[config.mk]
export PLATFORM = sky130hd
export DESIGN_NAME = uart_rx
export DESIGN_NICKNAME = d
export VERILOG_FILES = /design/src/rtl/uart_pkg.sv /design/src/rtl/uart_rx_sampler.sv /design/src/rtl/uart_rx.sv
export SDC_FILE = /design/constraint.sdc
export NUM_CORES = 1
export LEC_CHECK = 0
export CAP_MARGIN = 40
export CORE_MARGIN = 2
export CORE_UTILIZATION = 25
export CTS_CLUSTER_DIAMETER = 50
export DETAILED_ROUTE_END_ITERATION = 8
export GPL_TIMING_DRIVEN = 0
export PLACE_DENSITY_LB_ADDON = 0.25
export REMOVE_ABC_BUFFERS = 1
export SLEW_MARGIN = 5
export SYNTH_ARGS = -nofsm -noshare
export SYNTH_HDL_FRONTEND = slang
export SYNTH_HIERARCHICAL = 1
export SYNTH_SLANG_ARGS = --single-unit
[constraint.sdc]
create_clock -name CLK -period 4.8 [get_ports CLK]
set_clock_uncertainty 0.15 [all_clocks]
set_input_delay 0.96 -clock CLK [delete_from_list [all_inputs] [get_ports CLK]]
set_output_delay 0.96 -clock CLK [all_outputs]
set_load 0.03 [all_outputs]
[src/rtl/uart_pkg.sv]
// uart_pkg: definitions shared by the UART receiver and transmitter.
//   rx_state_t : receiver FSM state encoding
//   PAR_EVEN / PAR_ODD : values of the parity-type select
//   DATA_BITS, START_BIT, STOP_BIT : serial frame constants
//   parity_bit() : parity bit expected for a byte and parity type
package uart_pkg;

   typedef enum logic [2:0] {
      ST_IDLE,
      ST_START,
      ST_DATA,
      ST_PARITY,
      ST_STOP
   } rx_state_t;

   localparam logic PAR_EVEN  = 1'b0;
   localparam logic PAR_ODD   = 1'b1;

   localparam int   DATA_BITS = 8;
   localparam logic START_BIT = 1'b0;
   localparam logic STOP_BIT  = 1'b1;

   function automatic logic parity_bit(input logic [7:0] data, input logic typ);
      if (typ == PAR_ODD)
         return ~^data;
      return ^data;
   endfunction

endpackage

[src/rtl/uart_rx_sampler.sv]
// uart_rx_sampler: per-bit oversampling timer and 3-sample majority vote.
//   CLK, RST  : clock, synchronous active-low reset
//   rx_s      : synchronized serial line
//   start     : start edge seen in IDLE; this cycle is edge_cnt = 0
//   run       : frame in progress (FSM not idle)
//   bit_val   : majority of the three samples, valid while bit_rdy
//   bit_rdy   : resolve cycle (edge_cnt = OS/2+1)
//   bit_end   : last cycle of the bit (edge_cnt = OS-1)
module uart_rx_sampler #(
   parameter int OVERSAMPLE = 8
) (
   input  logic CLK,
   input  logic RST,
   input  logic rx_s,
   input  logic start,
   input  logic run,
   output logic bit_val,
   output logic bit_rdy,
   output logic bit_end
);

   localparam int             CW    = $clog2(OVERSAMPLE);
   localparam logic [CW-1:0]  SMP_A = CW'(OVERSAMPLE/2 - 1);
   localparam logic [CW-1:0]  SMP_B = CW'(OVERSAMPLE/2);
   localparam logic [CW-1:0]  SMP_C = CW'(OVERSAMPLE/2 + 1);
   localparam logic [CW-1:0]  LAST  = CW'(OVERSAMPLE - 1);

   logic [CW-1:0] edge_cnt;
   logic          smp_a;
   logic          smp_b;

   always_ff @(posedge CLK) begin
      if (!RST) begin
         edge_cnt <= '0;
         smp_a    <= 1'b0;
         smp_b    <= 1'b0;
      end else begin
         // the detect cycle itself is edge_cnt = 0, so the counter resumes at 1
         if (start)
            edge_cnt <= CW'(1);
         else if (run)
            edge_cnt <= (edge_cnt == LAST) ? '0 : edge_cnt + 1'b1;
         else
            edge_cnt <= '0;
         if (run && edge_cnt == SMP_A)
            smp_a <= rx_s;
         if (run && edge_cnt == SMP_B)
            smp_b <= rx_s;
      end
   end

   // third sample is the live line value in the resolve cycle
   assign bit_val = (smp_a & smp_b) | (smp_a & rx_s) | (smp_b & rx_s);
   assign bit_rdy = run && (edge_cnt == SMP_C);
   assign bit_end = run && (edge_cnt == LAST);

endmodule

[src/rtl/uart_rx.sv]
// uart_rx: oversampling UART receiver, 8 data bits MSB first, optional parity.
//   CLK, RST    : clock, synchronous active-low reset
//   RX_IN       : asynchronous serial line, idles high
//   PAR_EN      : parity bit present (latched at start detect)
//   PAR_TYP     : 0 even, 1 odd (latched at start detect)
//   P_DATA      : last correctly received byte
//   DATA_VALID  : one-cycle pulse, P_DATA updated
//   PAR_ERR     : one-cycle pulse, parity mismatch
//   STP_ERR     : one-cycle pulse, stop bit sampled 0
//   Busy        : frame in progress
//
// state     | meaning
// ST_IDLE   | line idle, waiting for rx_s low
// ST_START  | start bit; resolved 1 means glitch, back to idle
// ST_DATA   | shifting 8 data bits, MSB first
// ST_PARITY | parity bit, mismatch recorded
// ST_STOP   | stop bit; frame closes at its resolve cycle
module uart_rx
   import uart_pkg::*;
#(
   parameter int OVERSAMPLE = 8
) (
   input  logic       CLK,
   input  logic       RST,
   input  logic       RX_IN,
   input  logic       PAR_EN,
   input  logic       PAR_TYP,
   output logic [7:0] P_DATA,
   output logic       DATA_VALID,
   output logic       PAR_ERR,
   output logic       STP_ERR,
   output logic       Busy
);

   localparam logic [2:0] BIT_LAST = 3'(DATA_BITS - 1);

   rx_state_t  state;
   logic       rx_m;
   logic       rx_s;
   logic [2:0] bit_cnt;
   logic [7:0] shift;
   logic       par_en_l;
   logic       par_typ_l;
   logic       par_bad;
   logic       start;
   logic       run;
   logic       bit_val;
   logic       bit_rdy;
   logic       bit_end;

   always_ff @(posedge CLK) begin
      if (!RST) begin
         rx_m <= 1'b1;
         rx_s <= 1'b1;
      end else begin
         rx_m <= RX_IN;
         rx_s <= rx_m;
      end
   end

   assign start = (state == ST_IDLE) && !rx_s;
   assign run   = (state != ST_IDLE);

   uart_rx_sampler #(.OVERSAMPLE(OVERSAMPLE)) u_sampler (
      .CLK     (CLK),
      .RST     (RST),
      .rx_s    (rx_s),
      .start   (start),
      .run     (run),
      .bit_val (bit_val),
      .bit_rdy (bit_rdy),
      .bit_end (bit_end)
   );

   always_ff @(posedge CLK) begin
      if (!RST) begin
         state      <= ST_IDLE;
         bit_cnt    <= '0;
         shift      <= '0;
         par_en_l   <= 1'b0;
         par_typ_l  <= 1'b0;
         par_bad    <= 1'b0;
         P_DATA     <= '0;
         DATA_VALID <= 1'b0;
         PAR_ERR    <= 1'b0;
         STP_ERR    <= 1'b0;
         Busy       <= 1'b0;
      end else begin
         DATA_VALID <= 1'b0;
         PAR_ERR    <= 1'b0;
         STP_ERR    <= 1'b0;
         case (state)
            ST_IDLE: begin
               if (!rx_s) begin
                  state     <= ST_START;
                  Busy      <= 1'b1;
                  par_en_l  <= PAR_EN;
                  par_typ_l <= PAR_TYP;
                  par_bad   <= 1'b0;
                  bit_cnt   <= '0;
               end
            end
            ST_START: begin
               if (bit_rdy && bit_val != START_BIT) begin
                  state <= ST_IDLE;
                  Busy  <= 1'b0;
               end else if (bit_end) begin
                  state <= ST_DATA;
               end
            end
            ST_DATA: begin
               if (bit_rdy)
                  shift <= {shift[6:0], bit_val};
               if (bit_end) begin
                  if (bit_cnt == BIT_LAST) begin
                     bit_cnt <= '0;
                     state   <= par_en_l ? ST_PARITY : ST_STOP;
                  end else begin
                     bit_cnt <= bit_cnt + 1'b1;
                  end
               end
            end
            ST_PARITY: begin
               if (bit_rdy)
                  par_bad <= (bit_val != parity_bit(shift, par_typ_l));
               if (bit_end)
                  state <= ST_STOP;
            end
            ST_STOP: begin
               // close at the resolve cycle so the tail of the stop bit is
               // already idle and a back-to-back start is not missed
               if (bit_rdy) begin
                  state   <= ST_IDLE;
                  Busy    <= 1'b0;
                  PAR_ERR <= par_bad;
                  STP_ERR <= (bit_val != STOP_BIT);
                  if (bit_val == STOP_BIT && !par_bad) begin
                     P_DATA     <= shift;
                     DATA_VALID <= 1'b1;
                  end
               end
            end
            default: begin
               state <= ST_IDLE;
               Busy  <= 1'b0;
            end
         endcase
      end
   end

endmodule

======== Yosys cells after proc, flatten, opt, wreduce, memory -nomap -nowiden ========
Cells that the tools add are included.
storage, ports and cells
  bits in registers ....................... 36
  input port bits ......................... 5
  output and inout port bits .............. 12
  logic and storage cells ................. 105
cells by class
  add/sub/neg operators ................... 2
  eq/ne operators ......................... 18
  mux-type cells .......................... 33
  bitwise operators ....................... 10
  reductions and logical operators ........ 25
operators by type and width
  kind                   number
  $mux W3                11
  $mux W1                18
  $eq A3 B3 Y1 const B   5
  $pmux W3 S5            1
  $ne A2 B2 Y1 const B   7
  $reduce_and A3 Y1      4
  $eq A3 B2 Y1 const B   3
  $reduce_xnor A8 Y1     1
  $reduce_xor A8 Y1      1
  $logic_and A1 B1 Y1    7
  $add A3 B1 Y3 const B  2
  $pmux W3 S2            1
  $reduce_and A6 Y1      1
  $not A1 Y1             5
  $pmux W1 S4            1
  $reduce_and A2 Y1      2
  $reduce_and A4 Y1      1
  $reduce_bool A2 Y1     2
  $reduce_or A4 Y1       1
  $and A1 B1 Y1          3
  $eq A3 B1 Y1 const B   1
  $logic_not A3 Y1       1
  $ne A3 B3 Y1 const B   1
  $reduce_bool A3 Y1     1
  other kinds (5)        7

======== Depth between registers and ports, before layout ========
  word-level depth ........................ 12
  gate-level depth with buffers ........... 8

======== Cells and area by module ========
The synthesis kept the hierarchy.
by module, submodules not included
  module           times used  cells each  area each (µm²)
  uart_rx          1           151         1360.1
  uart_rx_sampler  1           28          287.8

======== Worst setup path before layout ========
No wires, ideal clock.
  path type ............................... register to register
  start ................................... register state[0]
  end ..................................... register P_DATA[0]
  arrival time ............................ 1.678 ns
  required time ........................... 4.522 ns
  slack ................................... 2.845 ns
  cell stages (with the launch flop) ...... 8
  buffers on the path ..................... 1
  period minus slack after synthesis ...... 1.955 ns
  cell sequence ........................... dfxtp_1 > or3_1 > and3_2 > and4bb_1 > nand3b_1 > buf_4 > mux2i_1 > nor2_1
between the ends
  longest elaborated chain between the ends .. 3
  elaborated cells on any way between the ends .. 4
  classes of those cells .................. eq/ne: 1; reduce/logical: 3
ends and longest elaborated chain
  what                         line                   RTL
  start, declared              uart_rx.sv:37          rx_state_t state;
  start signal, assigned       uart_rx.sv:117         state <= par_en_l ? ST_PARITY : ST_STOP;
  $reduce_bool A3 Y1           uart_rx.sv:62          assign run = (state != ST_IDLE);
  net run                      uart_rx.sv:46          logic run;
  $logic_and A1 B1 Y1          uart_rx_sampler.sv:54  assign bit_rdy = run && (edge_cnt == SMP_C);
  net bit_rdy                  uart_rx.sv:48          logic bit_rdy;
  $reduce_and A3 Y1 (no line)  -
  end signal, assigned         uart_rx.sv:138         P_DATA <= shift;
  end, declared                uart_rx.sv:28          output logic [7:0] P_DATA,
The timed path passes the listed nets, and every way through them passes these cells.
A chain may end at the register's enable or synchronous reset.

======== Final worst setup path ========
  start ................................... register state[2]
  end ..................................... register P_DATA[1]
Same word-level chain as after synthesis.

==> load_flow_metrics.sql <==
INSERT INTO impl_metrics (metric_group, metric, value, unit) VALUES
('layout', 'layout_common_cells', 'sky130_fd_sc_hd__dfxtp_1, sky130_fd_sc_hd__nand2_1, sky130_fd_sc_hd__clkdlybuf4s50_1, sky130_fd_sc_hd__nor2_1, sky130_fd_sc_hd__a21oi_1', ''),
('yosys', 'postSynth.topFlopCell', 'sky130_fd_sc_hd__dfxtp_1', ''),
('sta', 'grt_setup_unrepaired', 'false', ''),
('clock_tree', 'cts-resized-gates', '0', ''),
('drt', 'route.detailed.drc', '0', ''),
('layout', 'area_of_the_multi_input_gates', '867', 'um2'),
('yosys', 'number_of_standard_cells_after_synthesis', '179', ''),
('pwr', 'p_total', '0.557', 'mW'),
('setup_path', 'timing.setup.critical_path_class', 'reg -> reg', ''),
('setup_path', 'critical_path_peak_fanout', '12', ''),
('layout', 'finalInstanceArea', '1960', 'um2'),
('layout', 'syn_to_final_growth', '19.2', '%'),
('yosys', 'ys_warn_count', '6', ''),
('clock_tree', 'ctsHoldBuffers', '0', ''),
('layout', 'ratio_of_cells_with_drive_above_1_in_the_final_layout', '0.0867', ''),
('clock_tree', 'ctsRootBufferMaster', 'sky130_fd_sc_hd__clkbuf_8', ''),
('yosys', 'synthDistinctLibCells', '43', ''),
('setup_path', 'cp_data_required_time', '4.80', 'ns'),
('yosys', 'seq_area_frac_synth', '0.437', ''),
('worst_hold_path', 'hold_path.class', 'reg -> reg', ''),
('placed_design', 'port_buffers', '16', ''),
('clock_tree', 'clock-sinks', '36', ''),
('layout', 'num_antenna_cells', '0', ''),
('flow_run', 'drv_cap', '0', ''),
('clock_tree', 'cts_max_path_buffers', '2', ''),
('sta', 'period_needed', '2.47', 'ns'),
('sta', 'tightestPinTransition', '0.819', 'ns'),
('setup_path', 'max_stage_delay', '0.49', 'ns'),
('sta', 'max-slew-margin-rel', '0.453', ''),
('placed_design', 'dp_cells', '265', ''),
('setup_path', 'critPathArrivalTime', '2.47', 'ns'),
('layout', 'layout.filler_cells', '654', ''),
('drt', 'detailroute.via_count', '1218', ''),
('global_routing', 'vias_in_the_first_global_route', '1201', ''),
('clock_tree', 'clock_insertion_delay_worst_skew', '0.29', 'ns'),
('pwr', 'static_power_due_to_leakage', '0.806', 'nW'),
('yosys', 'synth_top_cell_area_share', '0.437', ''),
('drt', 'drt-wirelength-per-cell', '11.4', 'um'),
('global_routing', 'antenna_found_initial', '0', ''),
('global_routing', 'grt_first_pass_wirelength', '5510', 'um'),
('drt', 'drt-initial-drc-count', '88', ''),
('sta', 'setup_viol_count_final', '0', ''),
('placed_design', 'gpl.final_weighted_congestion', '0.771', ''),
('setup_path', 'startpoint_type', 'register', ''),
('layout', 'final_cell_count_no_fill', '273', ''),
('drt', 'detailedRoute.firstPassIterationCount', '4', ''),
('sta', 'final_layout_setup_total_negative_slack', '0', 'ns'),
('yosys', 'synth_cell_area', '1650', 'um2'),
('sta', 'period_share', '0.515', ''),
('clock_tree', 'cts.reportedPaths.clkPinSlew', '0.08', 'ns'),
('global_routing', 'grt_start_max_net_pins', '26', ''),
('clock_tree', 'clock_tree_from_tritoncts', 'done', ''),
('die', 'fp.dieArea', '7260', 'um2'),
('run_status', 'status', 'finished clean', ''),
('pwr', 'max-vdd-ir-drop', '95.1', 'uV'),
('setup_path', 'crit_chain', 'or3_1, and3_2, and4bb_1, nand3b_1, mux2i_1, nor2_1', ''),
('yosys', 'yosysTopAreaCell', 'sky130_fd_sc_hd__dfxtp_1', ''),
('sta', 'timing.final.hold_violations', '0', ''),
('placed_design', 'dp_hpwl', '2150', 'um'),
('layout', 'final_nets', '207', ''),
('layout', 'post-route-util', '0.309', ''),
('yosys', 'synth-async-reset-ratio', '0', ''),
('yosys', 'number_of_synthesized_flops_with_an_enable_pin', '0', ''),
('yosys', 'yosys_register_bits', '36', ''),
('yosys', 'synth_area_leaders', 'sky130_fd_sc_hd__dfxtp_1, sky130_fd_sc_hd__mux2i_1, sky130_fd_sc_hd__nand2_1, sky130_fd_sc_hd__ha_1, sky130_fd_sc_hd__a21oi_1', ''),
('drt', 'ant_nets', '0', ''),
('die', 'num_rows', '29', ''),
('die', 'core-area', '6350', 'um2'),
('die', 'die_height', '85.2', 'um'),
('die', 'top_level_ports', '17', ''),
('global_routing', 'grt_usage', '0.0948', '');
flip-flops by register name, summed over array words and instances, names as in the netlist:
signal,cells
shift,8
Busy,1
par_typ_l,1
DATA_VALID,1
rx_s,1
rx_m,1
P_DATA,8
u_sampler/edge_cnt,3
u_sampler/smp_b,1
bit_cnt,3
PAR_ERR,1
par_en_l,1
STP_ERR,1
u_sampler/smp_a,1
par_bad,1
state,3
final timing paths:
kind              startpoint   endpoint  slack [ns]  depth (start not counted)
hold / removal          rx_m       rx_s        0.26                          1
hold reg to reg         rx_m       rx_s        0.26                          1
setup reg to reg    state[2]  P_DATA[1]        2.33                          6
setup / recovery    state[2]  P_DATA[1]        2.33                          6
stage by stage:
stage / hold WS (ns) / setup slack, ns
2_1_floorplan: 0.236 / 2.63
3_3_place_gp: 0.243 / 1.98
3_5_place_dp: 0.243 / 1.94
4_1_cts: 0.269 / 2.28
5_1_grt: 0.300 / 2.07
6_report: 0.264 / 2.33
critical path: cells and delay by family (launching register included):
family,cells,cell delay [ns]
muxes,1,0.25
and+or+nand+nor,5,1.49
DFF,1,0.44
metal layers:
metal / up-vias / part of all wire / GRT usage
met3: 6 / 0.038 / 0.0263
met4: 0 / 0.018 / 0.0346
li1: 640 / - / -
met1: 552 / 0.51 / 0.124
met5: - / 0 / 0
met2: 20 / 0.43 / 0.149
final cells by class:
cell class / instances / share of cell area
clock buffer: 7 / 0.0439
clock inverter: 1 / 0.00382
inverter: 7 / 0.0134
multi-input combinational: 129 / 0.441
sequential: 36 / 0.367
tap: 77 / 0.0490
timing repair buffer: 16 / 0.0815
cell families after synthesis:
family          count (synthesis)  share of synthesized area
fa+ha+maj                       8                     0.0592
simple gates                   75                      0.239
mux                            11                     0.0668
compound gates                 28                      0.106
flops                          36                      0.437
xor+xnor                        7                     0.0547
buf+inv                        14                     0.0364
cells in the mapped netlist, types with 2 or more instances:
cell type	number
sky130_fd_sc_hd__a21boi_0	2
sky130_fd_sc_hd__a21oi_1	14
sky130_fd_sc_hd__a22oi_1	2
sky130_fd_sc_hd__and2_1	2
sky130_fd_sc_hd__and2_2	2
sky130_fd_sc_hd__and3_2	2
sky130_fd_sc_hd__and4bb_1	2
sky130_fd_sc_hd__buf_2	3
sky130_fd_sc_hd__clkbuf_1	3
sky130_fd_sc_hd__dfxtp_1	36
sky130_fd_sc_hd__ha_1	7
sky130_fd_sc_hd__inv_1	6
sky130_fd_sc_hd__mux2i_1	11
sky130_fd_sc_hd__nand2_1	29
sky130_fd_sc_hd__nand2b_1	4
sky130_fd_sc_hd__nand3_1	3
sky130_fd_sc_hd__nand4_1	2
sky130_fd_sc_hd__nor2_1	15
sky130_fd_sc_hd__o21a_1	2
sky130_fd_sc_hd__o21ai_1	2
sky130_fd_sc_hd__or3_1	3
sky130_fd_sc_hd__or3b_1	2
sky130_fd_sc_hd__xnor2_1	4
sky130_fd_sc_hd__xnor2_2	2
power by group:
group / switching [mW] / total (mW) / internal, mW
sequential: 0.00292 / 0.304 / 0.301
clock: 0.114 / 0.230 / 0.117
combinational: 0.0126 / 0.0221 / 0.00950
Note: power is estimated with default switching activity, not from simulation.
